--- src/rtl/async_fifo_wr_arbiter.sv ---
// Round-robin write-port arbiter for the async FIFO write side (wclk domain).
// Grants bursts of up to MAX_BURST beats and never writes while the FIFO is full.
module async_fifo_wr_arbiter #(
    parameter int DSIZE     = 8,
    parameter int NREQ      = 4,
    parameter int MAX_BURST = 4
) (
    input  logic                      wclk,
    input  logic                      wrst_n,
    input  logic                      en,
    input  logic [NREQ-1:0]           req_valid,
    input  logic [NREQ*DSIZE-1:0]     req_data,
    output logic [NREQ-1:0]           req_ready,
    input  logic                      wfull,
    output logic                      winc,
    output logic [DSIZE-1:0]          wdata,
    output logic                      busy,
    output logic [$clog2(NREQ)-1:0]   grant_id,
    output logic [15:0]               xfer_count
);

    localparam int IDW = $clog2(NREQ);
    localparam int BCW = $clog2(MAX_BURST + 1);

    typedef enum logic {
        ST_IDLE,
        ST_BURST
    } state_t;

    state_t           r_state;
    state_t           w_next_state;
    logic [IDW-1:0]   r_rr_ptr;
    logic [IDW-1:0]   r_owner;
    logic [BCW-1:0]   r_beat_cnt;
    logic [15:0]      r_xfer_count;

    logic             w_grant_found;
    logic [IDW-1:0]   w_grant_idx;
    logic [IDW-1:0]   w_cand;
    logic             w_owner_valid;
    logic             w_last_beat;

    // Round-robin search starting just after the previous owner.
    // NOTE: every always_comb output gets a default first so no latch is inferred.
    always_comb begin
        w_grant_found = 1'b0;
        w_grant_idx   = '0;
        w_cand        = '0;
        for (int k = 1; k <= NREQ; k++) begin
            w_cand = IDW'((int'(r_rr_ptr) + k) % NREQ);
            if (!w_grant_found && req_valid[w_cand]) begin
                w_grant_found = 1'b1;
                w_grant_idx   = w_cand;
            end
        end
    end

    always_comb begin
        w_owner_valid = 1'b0;
        for (int i = 0; i < NREQ; i++) begin
            if (r_owner == IDW'(i)) begin
                w_owner_valid = req_valid[i];
            end
        end
    end

    assign w_last_beat = (r_beat_cnt == BCW'(MAX_BURST - 1));

    // NOTE: sequential state uses non-blocking assignments so all registers update together.
    always_ff @(posedge wclk or negedge wrst_n) begin
        if (!wrst_n) begin
            r_state <= ST_IDLE;
        end else begin
            r_state <= w_next_state;
        end
    end

    always_comb begin
        w_next_state = r_state;
        case (r_state)
            ST_IDLE: begin
                if (en && w_grant_found) begin
                    w_next_state = ST_BURST;
                end
            end
            ST_BURST: begin
                if ((winc && w_last_beat) || !w_owner_valid) begin
                    w_next_state = ST_IDLE;
                end
            end
            default: w_next_state = ST_IDLE;
        endcase
    end

    // Write strobe, ready and data mux are purely combinational off the owner.
    always_comb begin
        winc      = 1'b0;
        req_ready = '0;
        wdata     = '0;
        busy      = (r_state == ST_BURST);
        if (r_state == ST_BURST) begin
            winc = w_owner_valid & ~wfull;
            for (int i = 0; i < NREQ; i++) begin
                if (r_owner == IDW'(i)) begin
                    req_ready[i] = ~wfull;
                    wdata        = req_data[i*DSIZE +: DSIZE];
                end
            end
        end
    end

    always_ff @(posedge wclk or negedge wrst_n) begin
        if (!wrst_n) begin
            r_rr_ptr     <= IDW'(NREQ - 1);
            r_owner      <= '0;
            r_beat_cnt   <= '0;
            r_xfer_count <= '0;
        end else begin
            if (r_state == ST_IDLE && w_next_state == ST_BURST) begin
                r_owner    <= w_grant_idx;
                r_beat_cnt <= '0;
            end
            if (winc) begin
                r_beat_cnt   <= r_beat_cnt + BCW'(1);
                r_xfer_count <= r_xfer_count + 16'd1;
            end
            if (r_state == ST_BURST && w_next_state == ST_IDLE) begin
                r_rr_ptr <= r_owner;
            end
        end
    end

    assign grant_id   = r_owner;
    assign xfer_count = r_xfer_count;

endmodule

--- config.mk ---
export PLATFORM = sky130hd
export DESIGN_NAME = async_fifo_wr_arbiter
export DESIGN_NICKNAME = d
export VERILOG_FILES = /design/src/rtl/async_fifo_wr_arbiter.sv
export SDC_FILE = /design/constraint.sdc
export NUM_CORES = 1
export LEC_CHECK = 0
export CORE_AREA = 8 8 80 82
export CTS_CLUSTER_DIAMETER = 80
export DETAILED_ROUTE_END_ITERATION = 10
export DIE_AREA = 0 0 88 90
export GPL_ROUTABILITY_DRIVEN = 0
export GPL_TIMING_DRIVEN = 0
export PLACE_DENSITY = 0.69
export SLEW_MARGIN = 10
export SYNTH_ARGS = -nofsm -noshare
export SYNTH_HDL_FRONTEND = slang
export SYNTH_SLANG_ARGS = --single-unit
--- constraint.sdc ---
create_clock -name wclk -period 2 [get_ports wclk]
set_input_delay 0.2 -clock wclk [delete_from_list [all_inputs] [get_ports wclk]]
set_output_delay 0.2 -clock wclk [all_outputs]
set_load 0.01 [all_outputs]
==> out/metrics.cfg, run 1 <==
[drt]
routed-wl-met2_um=1840
wirelength_met1_um=1890
antenna_left=0
first_pass_iters=4
drc=0
top_layer_used=met4
vias=1336
wire_per_inst_um=14.2
drtIter0Drc=84
via_per_inst=4.59
wirelength_um=4140
wl_met3_um=363

[floorplanning]
std_cell_rows=27
ios=72
die_x_um=88
initial_core_util_pct=28.4
chipHeight_um=90
dieArea_mm2=0.00792
coreArea_mm2=0.00524

[finish]
antenna_cells=0
seqCellArea_um2=604
post_layout_nonfiller_instances=291
drive_gt1_share_pct=19.2
area_growth_pct=62.7
nNetsFinal=263
fin_util_pct=46.2
fillers=498
multi_input_area_um2=860

[worst_setup_path]
endpoint_kind=output port
path_max_fanout=6
cpPeakStageDelay_ns=0.48
critPathArrivalTime_ns=1.77
crit_type=reg2out
worst_path_most_repeated_cell=buf_6
cpMaxStageDelayCell=mux4_2
start_kind=flop
critPathRequiredTime_ns=1.80
worstPathCellList=buf_6 > buf_8 > buf_6 > mux4_2 > and2_4 > buf_6

[timing]
finalHoldViolCount=0
rsz0062_at_grt=yes
period_needed_ns=1.97
max_freq_mhz=508
fin_crit_sh_pct=98.4
slew_violations=0
relSlewSlack_pct=63.7
skew_ns=0.00335
worstMarginPinSlew_ns=0.544
setup_viol=0

[outcome]
status=complete, no violations

[flow_run]
cap_violations=0

[synthesis]
synthArstFlopShare_pct=100
yosys_warnings=0
synth_area_leaders=dfrtp_1, mux4_2, xnor2_1, nand2_1, xor2_1
synth_nets=179
yosys-top-cells-count=dfrtp_1, nand2_1, mux4_2
synth-edff-count=0
yosysUniqueCellTypes=37
yosysMostFrequentCell=dfrtp_1
synth_top_flop_cell=dfrtp_1
yosys.area.top_type=dfrtp_1
avgSynthCellArea_um2=10.9
netlist.area_leader.share_pct=37.0
ys_seq_elements=24
synth_cells=136
seq_area_frac_synth_pct=40.5
synth_area_mm2=0.00149

[clocking]
numCtsBuffers=3
clk_pin_slew_ns=0.08
clockRootBuffer=clkbuf_8
clk_path_buf_depth=2
cts_tree=yes
cts_sinks=24
htree_levels=1
clk_latency_ns=0.27

[power]
powerDensity_mw_per_mm2=998
ir_drop_uv=603
leakagePower_nw=1.05

[global_routing]
grt_pass1_vias=1419
grt_max_degree=25
grt_pass1_wl_um=6670
grtUsageTotal_pct=10.3
grt-ovfl-total=0
grt_antenna_before_repair=0

[placed_design]
place_hpwl_um=3260
numPlacedInstances=279
numPortBuffers=71

[worst_hold_path]
min_path_type=in2async

power by group:
part	switching (W)	total [W]	internal, W	leakage [nW]
sequential	0.000157	0.000769	0.000611	0.315
clock	0.000155	0.000331	0.000176	0.0288
combinational	0.000537	0.00132	0.000778	0.710
kinds of logic (layout without fill, tap and decap cells):
kind of cell / Yosys count / count (layout) / share of synthesized area [%]
buffers and inverters: 9 / 92 / 2.86
multiplexers: 12 / 12 / 15.7
AO/OA/AOI/OAI: 12 / 12 / 5.13
XOR/XNOR: 15 / 15 / 8.83
AND/OR/NAND/NOR: 61 / 61 / 24.4
adder cells (fa/ha/maj): 3 / 3 / 2.52
flip-flops: 24 / 24 / 40.5
critical path: cells and delay by family, from the launching register on:
kind / cells / cell delay (ns)
buffers and inverters: 4 / 0.48
flip-flops: 1 / 0.37
multiplexers: 1 / 0.48
AND/OR/NAND/NOR: 1 / 0.17
through the flow:
| step | setup slack [ns] | power (W) | TNS [ns] | area, um2 | hold WS (ns) |
|---|---|---|---|---|---|
| floorplan | 0.276 | 0.00142 | 0 | 1490 | -0.0956 |
| global placement | -0.339 | 0.00197 | -0.918 | 2290 | 0.459 |
| detailed placement | -0.351 | 0.00199 | -1.09 | 2290 | 0.466 |
| CTS | -0.00695 | 0.00241 | -0.0113 | 2400 | 0.478 |
| global route | -0.0385 | 0.00260 | -0.0751 | 2420 | 0.489 |
| finish | 0.0327 | 0.00242 | 0 | 2420 | 0.441 |
timing repair:
| item | CTS | global route |
|---|---|---|
| hold buffers | 0 | 1 |
| setup buffers | 6 | 1 |
| resized for setup | 32 | 9 |
| hold endpoints to repair | 0 | 22 |
| pin swaps | 1 | 0 |
| setup endpoints to repair | 13 | 5 |
sequential cells by signal (all words and copies together) (netlist names):
register,count
xfer_count,16
r_beat_cnt,3
r_rr_ptr,2
busy,1
grant_id,2
path summary, 6_finish.rpt:
kind,slack (ns),cells past startpoint,startpoint,endpoint
max in group asynchronous,1.16,2,wrst_n,grant_id[1]
setup / recovery,0.03,6,grant_id[0],wdata[5]
hold reg to reg,0.47,1,xfer_count[15],xfer_count[15]
setup reg to reg,0.15,5,grant_id[0],r_rr_ptr[1]
hold / removal,0.44,2,wrst_n,xfer_count[13]
min in group wclk,0.47,1,xfer_count[15],xfer_count[15]
metal layers:
layer / global-route usage [%] / vias to the layer above
li1: - / 660
met1: 12.7 / 620
met2: 16.6 / 52
met3: 2.82 / 4
met4: 3.44 / 0
met5: 0 / -
area by class of cell:
class,count,share of cell area [%]
buffer,4,1.45
timing repair buffer,79,31.3
sequential,24,25.0
clock buffer,4,2.28
tap,72,3.72
multi-input combinational,103,35.5
inverter,5,0.776
cells in the final DEF, fill, tap and decap left out, types with 6 or more instances in the layout:
cell,instances
and2_1,6
clkdlybuf4s50_1,60
dfrtp_1,21
mux4_2,9
nand2_1,18
nand3_1,8
xnor2_1,8
xor2_1,7
Note: power is estimated with default switching activity, not from simulation.
==> inputs of run 2 (changes only) <==
--- a/config.mk
+++ b/config.mk
@@ -5,10 +5,11 @@
 export SDC_FILE = /design/constraint.sdc
 export NUM_CORES = 1
 export LEC_CHECK = 0
-export CORE_AREA = 8 8 80 82
+export ABC_AREA = 0
+export CORE_AREA = 3 3 75 77
 export CTS_CLUSTER_DIAMETER = 80
 export DETAILED_ROUTE_END_ITERATION = 10
-export DIE_AREA = 0 0 88 90
+export DIE_AREA = 0 0 78 80
 export GPL_ROUTABILITY_DRIVEN = 0
 export GPL_TIMING_DRIVEN = 0
 export PLACE_DENSITY = 0.69
==> run 2 against run 1 <==
  * Critical path type unchanged
  * Largest cell class unchanged
  * Via count rose by 2.7%
  * Clock skew fell by 0.0018 ns
  * Routed wire length fell by 4.3%
  * Final cell count fell by 0.34%
  * Clock power fell by 2%
  * Fmax rose by 3.3%
  * Sequential cell count did not move
==> out/metrics.cfg, run 2 (synthesis gave the netlist of run 1 again) <==
[clocking]
htree_levels=1  ; unchanged
cts_sinks=24  ; unchanged
hold_buffers=0  ; unchanged
cts_tree=yes  ; unchanged
numCtsBuffers=3  ; unchanged
clk_pin_slew_ns=0.08  ; about the same
clk_latency_ns=0.26  ; was 0.27 ns
clk_path_buf_depth=2  ; unchanged
clockRootBuffer=clkbuf_8  ; unchanged

[worst_setup_path]
rr_startpoint=grant_id[0]  ; unchanged
critPathLaunch=grant_id[1]  ; was grant_id[0]
worstPathCellList=buf_2 > and3_1 > clkdlybuf4s50_1  ; was buf_6 > buf_8 > buf_6 > mux4_2 > and2_4 > buf_6
start_kind=flop  ; unchanged
critPathArrivalTime_ns=1.70  ; was 1.77 ns
cpPeakStageDelay_ns=0.54  ; was 0.48 ns
crit_end=req_ready[3]  ; was wdata[5]
cp.depth=3  ; was 6
crit_family=buffers and inverters  ; unchanged
endpoint_kind=output port  ; unchanged
rrSetupSlack_ns=0.16  ; was 0.15 ns
reg2reg_to=r_rr_ptr[1]  ; unchanged
crit_type=reg2out  ; unchanged
worstRegToRegCells=5  ; unchanged
critPathRequiredTime_ns=1.80  ; about the same
path_max_fanout=10  ; was 6
cpMaxStageDelayCell=clkdlybuf4s50_1  ; was mux4_2
critPathBufInv=2  ; was 4

[finish]
seqCellArea_um2=604  ; unchanged
nNetsFinal=264  ; was 263
largest_reg_flops=16  ; unchanged
multi_input_area_um2=855  ; was 860 um2
post_layout_nonfiller_instances=290  ; was 291
layout_commonest_cell=clkdlybuf4s50_1  ; unchanged
drive_gt1_share_pct=20.0  ; was 19.2%
antenna_cells=0  ; unchanged
fillers=498  ; unchanged
design_area_mm2=0.00240  ; was 0.00242 mm2
area_growth_pct=61.3  ; was 62.7%
final_cell_mix=clkdlybuf4s50_1, dfrtp_1, nand2_1  ; unchanged

[floorplanning]
std_cell_rows=26  ; was 27
initial_core_util_pct=29.3  ; was 28.4%
chipHeight_um=80  ; was 90 um
coreArea_mm2=0.00507  ; was 0.00524 mm2
die_x_um=78  ; was 88 um
ios=72  ; unchanged
dieArea_mm2=0.00624  ; was 0.00792 mm2

[placed_design]
place_hpwl_um=3130  ; was 3260 um
numPlacedInstances=277  ; was 279
placed_cell_area_mm2=0.00229  ; about the same
numPortBuffers=71  ; unchanged

[drt]
wirelength_um=3960  ; was 4140 um
drtIter0Drc=43  ; was 84
vias=1372  ; was 1336
via_per_inst=4.73  ; was 4.59
wire_per_inst_um=13.7  ; was 14.2 um
antenna_left=0  ; unchanged
first_pass_iters=4  ; unchanged
drc=0  ; unchanged

[timing]
relSlewSlack_pct=28.4  ; was 63.7%
skew_ns=0.00158  ; was 0.00335 ns
slew_violations=0  ; unchanged
setup_viol=0  ; unchanged
whs_ns=0.479  ; was 0.441 ns
max_freq_mhz=525  ; was 508 MHz
fin_crit_sh_pct=95.2  ; was 98.4%
period_needed_ns=1.90  ; was 1.97 ns
rsz0062_at_grt=no  ; was yes
finalHoldViolCount=0  ; unchanged
worstMarginPinSlew_ns=1.07  ; was 0.544 ns

[global_routing]
grt_antenna_before_repair=0  ; unchanged
grtUsageTotal_pct=12.7  ; was 10.3%
grt_max_degree=25  ; unchanged
grt_pass1_wl_um=6400  ; was 6670 um
grt_pass1_vias=1349  ; was 1419
grt-ovfl-total=0  ; unchanged

[outcome]
status=complete, no violations  ; unchanged

[worst_hold_path]
min_path_type=reg2reg  ; was in2async

[power]
leakagePower_nw=1.05  ; about the same
powerDensity_mw_per_mm2=998  ; about the same
ir_drop_uv=333  ; was 603 uV

[flow_run]
cap_violations=0  ; unchanged

run 2: cell types whose count changed in the layout (fill, tap and decap cells not counted), moves of 2 or more:
| cell | change |
|---|---|
| clkbuf_2 | +7 |
| and2_4 | -2 |
| buf_4 | +3 |
| buf_2 | -2 |
| and2_1 | +2 |
| buf_6 | -4 |
| dlygate4sd2_1 | -4 |
run 2: metal layers:
metal / global-route usage (%) / wire, um / up-vias
li1: - / - / 659
met1: 14.6 / 1540 / 668
met2: 23.4 / 2140 / 41
met3: 3.16 / 237 / 4
met4: 3.85 / 43 / 0
met5: 0 / 0 / -
run 2: timing repair:
| item | in CTS | in global routing |
|---|---|---|
| setup buffers | 8 | 1 |
| pin swaps | 1 | 0 |
| setup endpoints to repair | 13 | 11 |
| gates resized for setup | 27 | 11 |
run 2: how the worst min path moves through the flow:
| stage | slack (ns) | endpoint | from | cells past startpoint |
|---|---|---|---|---|
| floorplan | -0.1 | busy | wrst_n | 0 |
| global placement | 0.46 | xfer_count[15] | xfer_count[15] | 1 |
| finish | 0.48 | xfer_count[15] | xfer_count[15] | 1 |
| detailed placement | 0.48 | xfer_count[15] | xfer_count[15] | 1 |
| CTS | 0.49 | xfer_count[15] | xfer_count[15] | 1 |
| global route | 0.51 | xfer_count[15] | xfer_count[15] | 1 |
run 2: where the power goes:
group / switching [W] / internal (W)
clock network: 0.000151 / 0.000176
registers: 0.000157 / 0.000611
logic: 0.000540 / 0.000762
total: 0.000847 / 0.00155
run 2: cell type report:
cell class / instances / share of cell area, %
plain buffers: 4 / 1.46
clock buffers: 4 / 2.29
inverters: 5 / 0.782
multi-input cells: 103 / 35.6
flip-flops and latches: 24 / 25.2
well taps: 70 / 3.65
repair buffers: 80 / 31.0
run 2: per-stage QoR:
step | util, % | setup TNS [ns] | total power (W) | setup slack [ns]
2_1_floorplan | - | 0 | 0.00142 | 0.276
3_3_place_gp | 45.0 | -0.957 | 0.00197 | -0.326
3_5_place_dp | 45.0 | -1.12 | 0.00199 | -0.337
4_1_cts | 48.0 | 0 | 0.00246 | 0.00574
5_1_grt | 47.3 | 0 | 0.00257 | 0.00964
6_report | 47.3 | 0 | 0.00240 | 0.0955
==> inputs of run 3 (changes only) <==
--- a/config.mk
+++ b/config.mk
@@ -17,3 +17,4 @@
 export SYNTH_ARGS = -nofsm -noshare
 export SYNTH_HDL_FRONTEND = slang
 export SYNTH_SLANG_ARGS = --single-unit
+export TNS_END_PERCENT = 50
==> run 3 against run 2 <==
  * Routed wire length up 0.38%
  * Final cell count is 0.34% lower
  * Highest routed layer unchanged
  * Final area is 0.26% lower
  * Largest power group unchanged
  * Clock power up 2%
  * Critical path depth increased by 2
  * Clock skew up 0.00088 ns
==> out/metrics.cfg, run 3 (synthesis gave the netlist of run 1 again) <==
[worst_setup_path]
path_max_fanout=5  ; was 10
critPathArrivalTime_ns=1.71  ; was 1.70 ns
cpMaxStageDelayCell=clkdlybuf4s50_1  ; unchanged
cpPeakStageDelay_ns=0.55  ; was 0.54 ns
worstPathCellList=buf_6 > buf_8 > buf_12 > nor2_1 > clkdlybuf4s50_1  ; was buf_2 > and3_1 > clkdlybuf4s50_1
crit_type=reg2out  ; unchanged
critPathRequiredTime_ns=1.80  ; about the same
endpoint_kind=output port  ; unchanged
start_kind=flop  ; unchanged

[finish]
largest_reg_flops=16  ; unchanged
drive_gt1_share_pct=20.1  ; was 20.0%
nNetsFinal=263  ; was 264
fillers=497  ; was 498
area_growth_pct=60.9  ; was 61.3%
post_layout_nonfiller_instances=289  ; was 290
multi_input_area_um2=855  ; unchanged
final_cell_mix=clkdlybuf4s50_1, dfrtp_1, nand2_1  ; unchanged
design_area_mm2=0.00239  ; was 0.00240 mm2
seqCellArea_um2=606  ; was 604 um2
layout_commonest_cell=clkdlybuf4s50_1  ; unchanged
antenna_cells=0  ; unchanged

[timing]
max_freq_mhz=522  ; was 525 MHz
slew_violations=0  ; unchanged
relSlewSlack_pct=29.3  ; was 28.4%
skew_ns=0.00246  ; was 0.00158 ns
setup_viol=0  ; unchanged
whs_ns=0.478  ; was 0.479 ns
worstMarginPinSlew_ns=1.06  ; was 1.07 ns
period_needed_ns=1.91  ; was 1.90 ns
fin_setup_tns_ns=0  ; unchanged
rsz0062_at_grt=no  ; unchanged
finalHoldViolCount=0  ; unchanged
fin_crit_sh_pct=95.7  ; was 95.2%

[power]
p_total_w=0.00240  ; about the same
leakagePower_nw=1.04  ; was 1.05 nW
ir_drop_uv=337  ; was 333 uV
powerDensity_mw_per_mm2=1000  ; was 998 mW/mm2

[clocking]
clockRootBuffer=clkbuf_8  ; unchanged
clk_pin_slew_ns=0.08  ; about the same
clk_latency_ns=0.26  ; about the same
cts_tree=yes  ; unchanged
htree_levels=1  ; unchanged
numCtsBuffers=3  ; unchanged
cts_sinks=24  ; unchanged
clk_path_buf_depth=2  ; unchanged
hold_buffers=0  ; unchanged

[placed_design]
numPortBuffers=71  ; unchanged
numPlacedInstances=277  ; unchanged
place_hpwl_um=3130  ; unchanged
placed_cell_area_mm2=0.00229  ; unchanged

[flow_run]
cap_violations=0  ; unchanged

[floorplanning]
dieArea_mm2=0.00624  ; unchanged
chipHeight_um=80  ; unchanged
coreArea_mm2=0.00507  ; unchanged
initial_core_util_pct=29.3  ; unchanged
die_x_um=78  ; unchanged
std_cell_rows=26  ; unchanged
ios=72  ; unchanged

[global_routing]
grt_pass1_vias=1349  ; unchanged
grt_max_degree=25  ; unchanged
grtUsageTotal_pct=12.7  ; unchanged
grt_pass1_wl_um=6400  ; unchanged
grt_antenna_before_repair=0  ; unchanged
grt-ovfl-total=0  ; unchanged

[worst_hold_path]
min_path_type=reg2reg  ; unchanged

[drt]
drc=0  ; unchanged
via_per_inst=4.67  ; was 4.73
antenna_left=0  ; unchanged
vias=1351  ; was 1372
wirelength_um=3980  ; was 3960 um
first_pass_iters=4  ; unchanged
wire_per_inst_um=13.8  ; was 13.7 um
drtIter0Drc=46  ; was 43

[outcome]
status=complete, no violations  ; unchanged

run 3: cell count changes in the layout (fill, tap and decap cells not counted):
cell	previous run	this run
buf_4	8	7
dfrtp_1	21	20
dfrtp_2	1	2
run 3: area by class of cell:
cell class                      instances  share of cell area, %
Multi-Input combinational cell        103                   35.7
Buffer                                  4                   1.46
Sequential cell                        24                   25.3
Clock buffer                            4                   2.30
Inverter                                5                  0.784
Timing Repair Buffer                   79                   30.8
Tap cell                               70                   3.66
run 3: path summary, 6_finish.rpt:
path | from | to | slack [ns] | cells after the start
worst min-delay path | xfer_count[15] | xfer_count[15] | 0.48 | 1
worst max-delay path | grant_id[0] | req_ready[2] | 0.09 | 5
max in group asynchronous | wrst_n | busy | 0.79 | 1
worst max register to register | grant_id[0] | r_rr_ptr[1] | 0.15 | 5
worst min register to register | xfer_count[15] | xfer_count[15] | 0.48 | 1
min in group asynchronous | wrst_n | xfer_count[10] | 0.50 | 1
run 3: report_power, final:
part           total, W  switching, W  internal, W
clock network  0.000331      0.000155     0.000176
logic           0.00130      0.000540     0.000756
registers      0.000771      0.000158     0.000613
run 3: metal layers:
metal	vias up	track usage, %	wire (um)
li1	657	-	-
met1	650	14.6	1600
met2	38	23.4	2080
met3	6	3.16	231
met4	0	3.85	58
met5	-	0	0
run 3: metrics by stage:
stage	utilization (%)	worst slack, ns
after floorplan	-	0.276
after global placement	45.0	-0.326
after detailed placement	45.0	-0.337
after CTS	48.0	0.00574
after global routing	47.2	0.00964
final	47.2	0.0860
run 3: critical path: cells and delay by family (launching register included):
| family | cells | cell delay (ns) |
|---|---|---|
| buffers and inverters | 4 | 0.94 |
| and+or+nand+nor | 1 | 0.09 |
| DFF | 1 | 0.41 |
run 3: timing repair:
action / CTS / global route
gates resized for setup: 27 / 12
setup endpoints to repair: 13 / 11
setup buffers: 8 / 0
pin swaps: 1 / 0
